<file path="src/rtl/anabellek_kopru.sv">
// Cache-line bridge: arbitrates instruction/data line requests onto a 32-bit main-memory word bus.
// Optional ANABELLEK_KOPRU_RR_EN selects round-robin arbitration instead of fixed data-port priority.
module anabellek_kopru #(
    parameter int unsigned LINE_WORDS = 4,
    parameter int unsigned OFS_W      = $clog2(LINE_WORDS) + 2
) (
    input  logic                    clk_i,
    input  logic                    rst_i,
    input  logic                    g_istek_i,
    input  logic [31:0]             g_adres_i,
    input  logic                    b_istek_i,
    input  logic                    b_yaz_i,
    input  logic [31:0]             b_adres_i,
    input  logic [32*LINE_WORDS-1:0] b_yaz_veri_i,
    output logic [32*LINE_WORDS-1:0] okunan_veri_obegi_o,
    output logic                    g_hazir_o,
    output logic                    b_hazir_o,
    output logic                    musait_o,
    output logic                    iomem_valid_o,
    input  logic                    iomem_ready_i,
    output logic [31:0]             adres_o,
    output logic [31:0]             yaz_veri_o,
    output logic [3:0]              wr_strb_o,
    input  logic [31:0]             anabellekten_veri_i
);

    localparam int unsigned BEAT_W = $clog2(LINE_WORDS);

    typedef enum logic [1:0] {
        BOSTA = 2'd0,
        OKU   = 2'd1,
        YAZ   = 2'd2,
        BITTI = 2'd3
    } state_t;

    state_t            state_q, state_d;
    logic              grant_b_c, grant_g_c, prefer_b_c;
    logic              beat_done_c, last_beat_c;
    logic [BEAT_W-1:0] beat_q, beat_nxt_c;
    logic [31:0]       req_adres_c;
    logic              port_b_q;
    logic              unused_ok;

`ifdef ANABELLEK_KOPRU_RR_EN
    // Pointer favours the port that was not granted last; reset favours the data port.
    logic prefer_b_q;
    always_ff @(posedge clk_i) begin
        if (rst_i)          prefer_b_q <= 1'b1;
        else if (grant_b_c) prefer_b_q <= 1'b0;
        else if (grant_g_c) prefer_b_q <= 1'b1;
    end
    assign prefer_b_c = prefer_b_q;
`else
    assign prefer_b_c = 1'b1;
`endif

    assign beat_done_c = iomem_valid_o & iomem_ready_i;
    assign last_beat_c = (beat_q == BEAT_W'(LINE_WORDS - 1));
    assign beat_nxt_c  = beat_q + BEAT_W'(1);
    assign req_adres_c = grant_b_c ? b_adres_i : g_adres_i;
    // Offset bits inside the line are deliberately dropped.
    assign unused_ok   = ^req_adres_c[OFS_W-1:0];

    always_ff @(posedge clk_i) begin
        if (rst_i) state_q <= BOSTA;
        else       state_q <= state_d;
    end

    always_comb begin
        state_d   = state_q;
        grant_b_c = 1'b0;
        grant_g_c = 1'b0;
        case (state_q)
            BOSTA: begin
                grant_b_c = b_istek_i & (~g_istek_i | prefer_b_c);
                grant_g_c = g_istek_i & ~grant_b_c;
                if (grant_b_c)      state_d = b_yaz_i ? YAZ : OKU;
                else if (grant_g_c) state_d = OKU;
            end
            OKU, YAZ: begin
                if (beat_done_c && last_beat_c) state_d = BITTI;
            end
            BITTI:   state_d = BOSTA;
            default: state_d = BOSTA;
        endcase
    end

    // Burst datapath: address/data beats, read-line assembly and completion pulses.
    always_ff @(posedge clk_i) begin
        if (rst_i) begin
            musait_o            <= 1'b0;
            iomem_valid_o       <= 1'b0;
            adres_o             <= '0;
            yaz_veri_o          <= '0;
            wr_strb_o           <= '0;
            g_hazir_o           <= 1'b0;
            b_hazir_o           <= 1'b0;
            okunan_veri_obegi_o <= '0;
            beat_q              <= '0;
            port_b_q            <= 1'b0;
        end else begin
            musait_o  <= (state_d == BOSTA);
            g_hazir_o <= 1'b0;
            b_hazir_o <= 1'b0;
            case (state_q)
                BOSTA: begin
                    if (grant_b_c | grant_g_c) begin
                        iomem_valid_o <= 1'b1;
                        adres_o       <= {req_adres_c[31:OFS_W], OFS_W'(0)};
                        beat_q        <= '0;
                        port_b_q      <= grant_b_c;
                        if (grant_b_c & b_yaz_i) begin
                            wr_strb_o  <= 4'hF;
                            yaz_veri_o <= b_yaz_veri_i[31:0];
                        end else begin
                            wr_strb_o  <= 4'h0;
                            yaz_veri_o <= '0;
                        end
                    end
                end
                OKU, YAZ: begin
                    if (beat_done_c) begin
                        if (state_q == OKU)
                            okunan_veri_obegi_o[{beat_q, 5'd0} +: 32] <= anabellekten_veri_i;
                        if (last_beat_c) begin
                            iomem_valid_o <= 1'b0;
                            g_hazir_o     <= ~port_b_q;
                            b_hazir_o     <= port_b_q;
                        end else begin
                            beat_q  <= beat_nxt_c;
                            adres_o <= adres_o + 32'd4;
                            if (state_q == YAZ)
                                yaz_veri_o <= b_yaz_veri_i[{beat_nxt_c, 5'd0} +: 32];
                        end
                    end
                end
                default: ;
            endcase
        end
    end

endmodule

</file>
<file path="config.mk">
export PLATFORM = sky130hd
export DESIGN_NAME = anabellek_kopru
export DESIGN_NICKNAME = d
export VERILOG_FILES = /design/src/rtl/anabellek_kopru.sv
export SDC_FILE = /design/constraint.sdc
export NUM_CORES = 1
export LEC_CHECK = 0
export ABC_AREA = 1
export BUFFER_PORTS_ARGS = -buffer_cell sky130_fd_sc_hd__buf_4
export CORE_AREA = 8 8 162 164
export DETAILED_ROUTE_END_ITERATION = 8
export DIE_AREA = 0 0 170 172
export MAX_ROUTING_LAYER = met4
export PLACE_DENSITY = 0.73
export SETUP_SLACK_MARGIN = 0.05
export SLEW_MARGIN = 20
export SYNTH_ARGS = -nofsm -noshare
export SYNTH_HDL_FRONTEND = slang
export SYNTH_SLANG_ARGS = --single-unit
</file>
<file path="constraint.sdc">
create_clock -name clk_i -period 6.2 [get_ports clk_i]
set_input_delay 0.62 -clock clk_i [delete_from_list [all_inputs] [get_ports clk_i]]
set_output_delay 0.62 -clock clk_i [all_outputs]
set_load 0.05 [all_outputs]
</file>
==> out/qor.yml, run 1 <==
floorplan:
  die_area_um2: 29200
  die_w_um: 170
  io_pins: 430
  design.core.area_um2: 23800
  num_rows: 57
  start_util_pct: 42.3
  die_h_um: 172
cts:
  cts_buffer_depth: 2
  cts_made_buffers: 17
  clock_latency_ns: 0.44
  cts_root_buf: "clkbuf_16"
  post-cts-setup-buffer-count: 0
  cts_tree: "built"
  cts.clk_slew.worst_paths_ns: 0.08
  h-tree-depth: 4
  ctsResizeCount: 0
  cts_hold_buf: 0
  cts_num_sinks: 200
power_and_ir_drop:
  peakVddDrop_uv: 168
  power.switching_w: 0.00159
  clkPwrFrac_pct: 29.2
  leakagePower_nw: 6.28
  internal_power_w: 0.00230
  power_density_nw_per_um2: 281
  sw_frac_of_total_pct: 40.8
  p_seq_share_pct: 37.4
  combinationalPowerShare_pct: 33.4
min_path:
  min_to: "g_hazir_o$_SDFF_PP0_"
  hold_path.class: "reg -> reg"
  worstHoldStart: "port_b_q$_SDFFE_PP0P_"
  hold_path_depth: 1
timing:
  final_hold_viol_count: 0
  final-max-slew-violation-count: 0
  finClkSkew_ns: 0.0191
  holdWs_ns: 0.446
  tns_ns: 0
  rsz0062_at_grt: "false"
  slew_headroom_pct: 29.1
  period_share_pct: 64.3
  worst_pin_slew_ns: 1.06
  fin_crit_ns: 3.99
  fmax_mhz: 251
  setup_viol: 0
critical_path:
  rr_startpoint: "beat_q[0]$_SDFFE_PP0P_"
  critPathKind: "reg -> reg"
  crit_path_start_kind: "flop"
  required_ns: 6.47
  crit_arrival_ns: 4.26
  reg2regPathDepth: 7
  path_max_fanout: 53
  rrSetupSlack_ns: 2.21
  worstReg2RegEnd: "okunan_veri_obegi_o[10]$_SDFFE_PP0P_"
  worst_setup_path_end_kind: "flop"
global_route:
  antenna_found_initial: 0
  grt_pass1_wl_mm: 62.9
  grt_max_degree: 106
  grt_use_met1_pct: 32.5
  busiest_layer: "met2"
  grtUsageTotal_pct: 27.7
  grt.met2_usage_pct: 46.2
  grt_pass1_vias: 11400
  met3_usage_pct: 6.23
  grt_overflow_total: 0
synth:
  avgSynthCellArea_um2: 6.54
  synth_area_um2: 10100
  synth_cells: 1542
  synth.distinct_cells: 29
  synth_top_area_cell: "dfxtp_1"
  yosysTopAreaCellShare_pct: 39.7
  yosysSeqAreaShare_pct: 39.7
  yosysWarnings: 0
  ys_ff_latch: 200
  synth_area_leaders: "dfxtp_1, nand2_1, a21oi_1"
layout:
  area_growth_pct: 37.6
  fin_nets: 2116
  final_layout_size_suffix_gt1_share_pct: 25.5
  instances_no_fill: 2213
  final_cell_area_um2: 13900
  num_antenna_cells: 0
placed_design:
  placedInstanceArea_um2: 13200
  dp_hpwl_mm: 29.0
  finalWeightedCongestion: 0.964
  dp_cells: 2180
  io_buffers: 419
drt:
  drt_iter0_drc: 942
  num_vias: 11900
  ant_nets: 0
  via_per_inst: 5.38
  firstDrtPassIters: 5
  wirelength_mm: 40.9
  drc: 0
  wl_per_cell_um: 18.5
flow_run:
  max_cap_viol_count: 0
run_status:
  status: "finished clean"
-- synth_stat cells --
cell type / instances
or2_2: 2
o21bai_1: 1
nand2_2: 2
nand3_1: 130
inv_1: 62
xor2_1: 1
nor2_1: 231
a31oi_1: 4
o21ai_1: 1
nand3b_1: 1
clkbuf_1: 78
nand2_1: 344
o211a_1: 14
clkinv_1: 3
o21ai_0: 152
buf_4: 8
inv_2: 3
o22ai_1: 1
dfxtp_1: 200
o211ai_1: 2
buf_1: 8
conb_1: 1
ha_1: 10
nor3_1: 1
a21oi_1: 202
nor3_4: 1
and2_1: 1
nand4_1: 54
buf_2: 24
-- worst max-delay path by stage --
stage,start,to,slack [ns],depth (start not counted)
2_1_floorplan,beat_q[0]$_SDFFE_PP0P_,okunan_veri_obegi_o[65]$_SDFFE_PP0P_,3.90,10
3_3_place_gp,b_istek_i,yaz_veri_o[7]$_SDFFE_PP0P_,2.34,9
3_5_place_dp,b_istek_i,yaz_veri_o[7]$_SDFFE_PP0P_,2.27,9
4_1_cts,state_q[0]$_SDFF_PP0_,yaz_veri_o[7]$_SDFFE_PP0P_,2.25,10
5_1_grt,state_q[0]$_SDFF_PP0_,yaz_veri_o[7]$_SDFFE_PP0P_,1.88,10
6_report,beat_q[0]$_SDFFE_PP0P_,okunan_veri_obegi_o[10]$_SDFFE_PP0P_,2.21,7
-- cells by family after synthesis --
kind of cell / share of synthesized area (%)
AND/OR/NAND/NOR: 31.8
XOR/XNOR: 0.0869
other: 0.0372
flip-flops: 39.7
AO/OA/AOI/OAI: 19.6
adder cells (fa/ha/maj): 1.24
buffers and inverters: 7.52
-- area by class of cell --
| cell class | count | area [um2] |
|---|---|---|
| fill | 2356 | 9950 |
| multi-input combinational | 1157 | 5340 |
| sequential | 200 | 4010 |
| timing repair buffer | 432 | 3270 |
| clock buffer | 18 | 429 |
| tap | 324 | 405 |
| inverter | 68 | 255 |
| clock inverter | 14 | 169 |
-- layer usage --
layer	vias to the layer above	share of wire (%)
li1	5798	-
met1	5585	41
met2	454	48
met3	71	7.0
met4	0	3.2
met5	-	0
-- registers in the layout, indices dropped and copies added (netlist names), 2 cells and up --
| name | count |
|---|---|
| okunan_veri_obegi_o | 128 |
| beat_q | 2 |
| adres_o | 30 |
| yaz_veri_o | 32 |
| state_q | 2 |
-- per-stage QoR --
step	utilization [%]	worst slack, ns	power (W)
final	58.2	2.21	0.00389
after global routing	58.2	1.88	0.00409
after CTS	58.1	2.25	0.00391
after detailed placement	55.6	2.27	0.00278
after global placement	55.6	2.34	0.00277
after floorplan	-	3.90	0.00231
-- critical path: stages (launching register included) --
cell and delay, ns:
dfxtp_2 0.33, inv_2 0.72, ha_1 0.29, clkinv_1 0.78, nand3_1 0.36, clkinv_1 0.84, nand3_1 0.39, a21oi_1 0.10
-- power groups by stage --
stage                     Clock [W]  Combinational [W]  Sequential (W)
after floorplan                   0           0.000563         0.00175
after global placement            0            0.00128         0.00148
after detailed placement          0            0.00129         0.00148
after CTS                   0.00116            0.00130         0.00145
after global routing        0.00121            0.00141         0.00147
final                       0.00114            0.00130         0.00146
-- cell usage in the layout, fill, tap and decap left out, drive strengths merged --
| cell | n |
|---|---|
| conb | 2 |
| or2 | 2 |
| clkinv | 8 |
| o211a | 14 |
| o21ai | 153 |
| ha | 10 |
| dfxtp | 200 |
| o21bai | 1 |
| clkinvlp | 1 |
| buf | 432 |
| xor2 | 1 |
| nand3b | 1 |
| nand4 | 54 |
| nand2 | 346 |
| and2 | 1 |
| nor2 | 231 |
| a31oi | 4 |
| a21oi | 202 |
| clkbuf | 18 |
| o211ai | 2 |
| o22ai | 1 |
| inv | 73 |
| nand3 | 130 |
| nor3 | 2 |
No activity file was read; power rests on OpenSTA's default activity.
==> run 2: changes to the inputs <==
- CORE_AREA: 8 8 162 164 -> 8 8 159 161
- DIE_AREA: 0 0 170 172 -> 0 0 167 169
- PLACE_DENSITY: 0.73 -> 0.75
- clock period: 6.2 -> 3.8 ns (I/O delays scaled with it)
==> run 2 against run 1 <==
Design area grew 0.17%; total power grew 65%; setup slack lost 1.6 ns; sequential share of layout area is essentially flat; worst hold slack lost 0.23 ns; clock skew grew 0.00078 ns; count of clock-buffer cells in the layout is the same; clock power grew 68%; non-clock buffer count grew 5; fmax grew 25%; global-route usage grew 1.0 points.
==> out/qor.yml, run 2 (synthesis results as in run 1) <==
layout:
  largest_reg_flops: 128
  largest-register: "okunan_veri_obegi_o"
  reg_top3: "okunan_veri_obegi_o x128, yaz_veri_o x32, adres_o x30"
  fillers: 2192
  num_antenna_cells: 0
  final_layout_size_suffix_gt1_share_pct: 25.6
  fin_nets: 2121
  area_growth_pct: 37.9
  layout_common_cells: "buf_4, nand2_1, nor2_1"
  final_common_cell: "buf_4"
global_route:
  grt_pass1_wl_mm: 63.6
  grt_pass1_vias: 11400
  grtUsageTotal_pct: 28.7
  antenna_found_initial: 0
  grt_overflow_total: 0
  grt_max_degree: 106
placed_design:
  dp_hpwl_mm: 29.1
  io_buffers: 419
  finalWeightedCongestion: 0.923
cts:
  cts_buffer_depth: 2
  cts_root_buf: "clkbuf_16"
  cts_tree: "built"
  ctsResizeCount: 0
  post-cts-setup-buffer-count: 0
  clock_latency_ns: 0.44
  cts_hold_buf: 0
  cts.clk_slew.worst_paths_ns: 0.09
  h-tree-depth: 4
  cts_num_sinks: 200
  cts_made_buffers: 17
drt:
  firstDrtPassIters: 8
  ant_nets: 0
  drc: 0
  num_vias: 11900
  wirelength_mm: 41.1
  drt_iter0_drc: 923
  wl_per_cell_um: 18.8
  via_per_inst: 5.47
power_and_ir_drop:
  leakagePower_nw: 6.33
  peakVddDrop_uv: 321
  power_density_nw_per_um2: 463
critical_path:
  cpPeakStageDelay_ns: 0.94
  worst_setup_path_end_kind: "flop"
  crit_chain: "inv_1 -> ha_2 -> inv_2 -> nor3_4 -> nand2_1 -> buf_4 -> clkinv_1 -> nand3_1 -> a21oi_1"
  path_max_fanout: 33
  crit_arrival_ns: 3.47
  required_ns: 4.07
  critPathKind: "reg -> reg"
  crit_path_start_kind: "flop"
  crit_slowest_cell: "clkinv_1"
timing:
  final_hold_viol_count: 0
  holdWs_ns: 0.220
  slew_headroom_pct: 25.4
  rsz0062_at_grt: "false"
  fmax_mhz: 313
  finClkSkew_ns: 0.0199
  fin_crit_ns: 3.20
  setup_viol: 0
  tns_ns: 0
  worst_pin_slew_ns: 1.12
  final-max-slew-violation-count: 0
  period_share_pct: 84.2
floorplan:
  design.core.area_um2: 22900
  die_w_um: 167
  die_h_um: 169
  die_area_um2: 28200
  start_util_pct: 44.0
  io_pins: 430
  num_rows: 56
min_path:
  hold_path.class: "in -> reg"
flow_run:
  max_cap_viol_count: 0
run_status:
  status: "finished clean"
## run 2: area by class of cell
cell class	count	area (um2)	share of cell area, %
clock inverters	14	188	1.35
flip-flops and latches	200	4010	28.8
well taps	290	363	2.61
multi-input cells	1157	5340	38.4
inverters	68	255	1.84
repair buffers	437	3300	23.8
clock buffers	18	439	3.16
## run 2: layer usage
layer  track usage (%)  vias to the layer above  routed length (um)
li1                  -                     5800                   -
met1              33.4                     5516               16600
met2              47.6                      538               20000
met3              6.10                       86                3010
met4              12.0                        0                1500
met5                 -                        -                   0
## run 2: worst paths after layout
kind,start,end,slack [ns],cells past startpoint
min reg2reg,port_b_q$_SDFFE_PP0P_,g_hazir_o$_SDFF_PP0_,0.44,1
max reg2reg,state_q[0]$_SDFF_PP0_,okunan_veri_obegi_o[64]$_SDFFE_PP0P_,0.60,9
max,state_q[0]$_SDFF_PP0_,okunan_veri_obegi_o[64]$_SDFFE_PP0P_,0.60,9
min,anabellekten_veri_i[27],okunan_veri_obegi_o[27]$_SDFFE_PP0P_,0.22,3
## run 2: stage by stage
| step | total power (W) | instance area [um2] | cells | setup slack [ns] | utilization [%] |
|---|---|---|---|---|---|
| 2_1_floorplan | 0.00378 | 10100 | 1543 | 1.50 | - |
| 3_3_place_gp | 0.00452 | 13200 | 2151 | 0.683 | 57.8 |
| 3_5_place_dp | 0.00455 | 13200 | 2151 | 0.649 | 57.8 |
| 4_1_cts | 0.00645 | 13900 | 2183 | 0.565 | 60.5 |
| 5_1_grt | 0.00676 | 13900 | 2184 | 0.261 | 60.6 |
| 6_report | 0.00644 | 13900 | 2184 | 0.601 | 60.6 |
## run 2: report_power, final
part / internal, W / switching [W]
Combinational: 0.000636 / 0.00151
Sequential: 0.00224 / 0.000143
Clock: 0.000931 / 0.000983
## run 2: critical path: cells and delay by family (launching register included)
family	cells	cell delay, ns
AOI/OAI and AO/OA	1	0.12
and+or+nand+nor	3	0.50
buffers and inverters	4	1.57
DFF	1	0.36
adders and majority gates	1	0.49
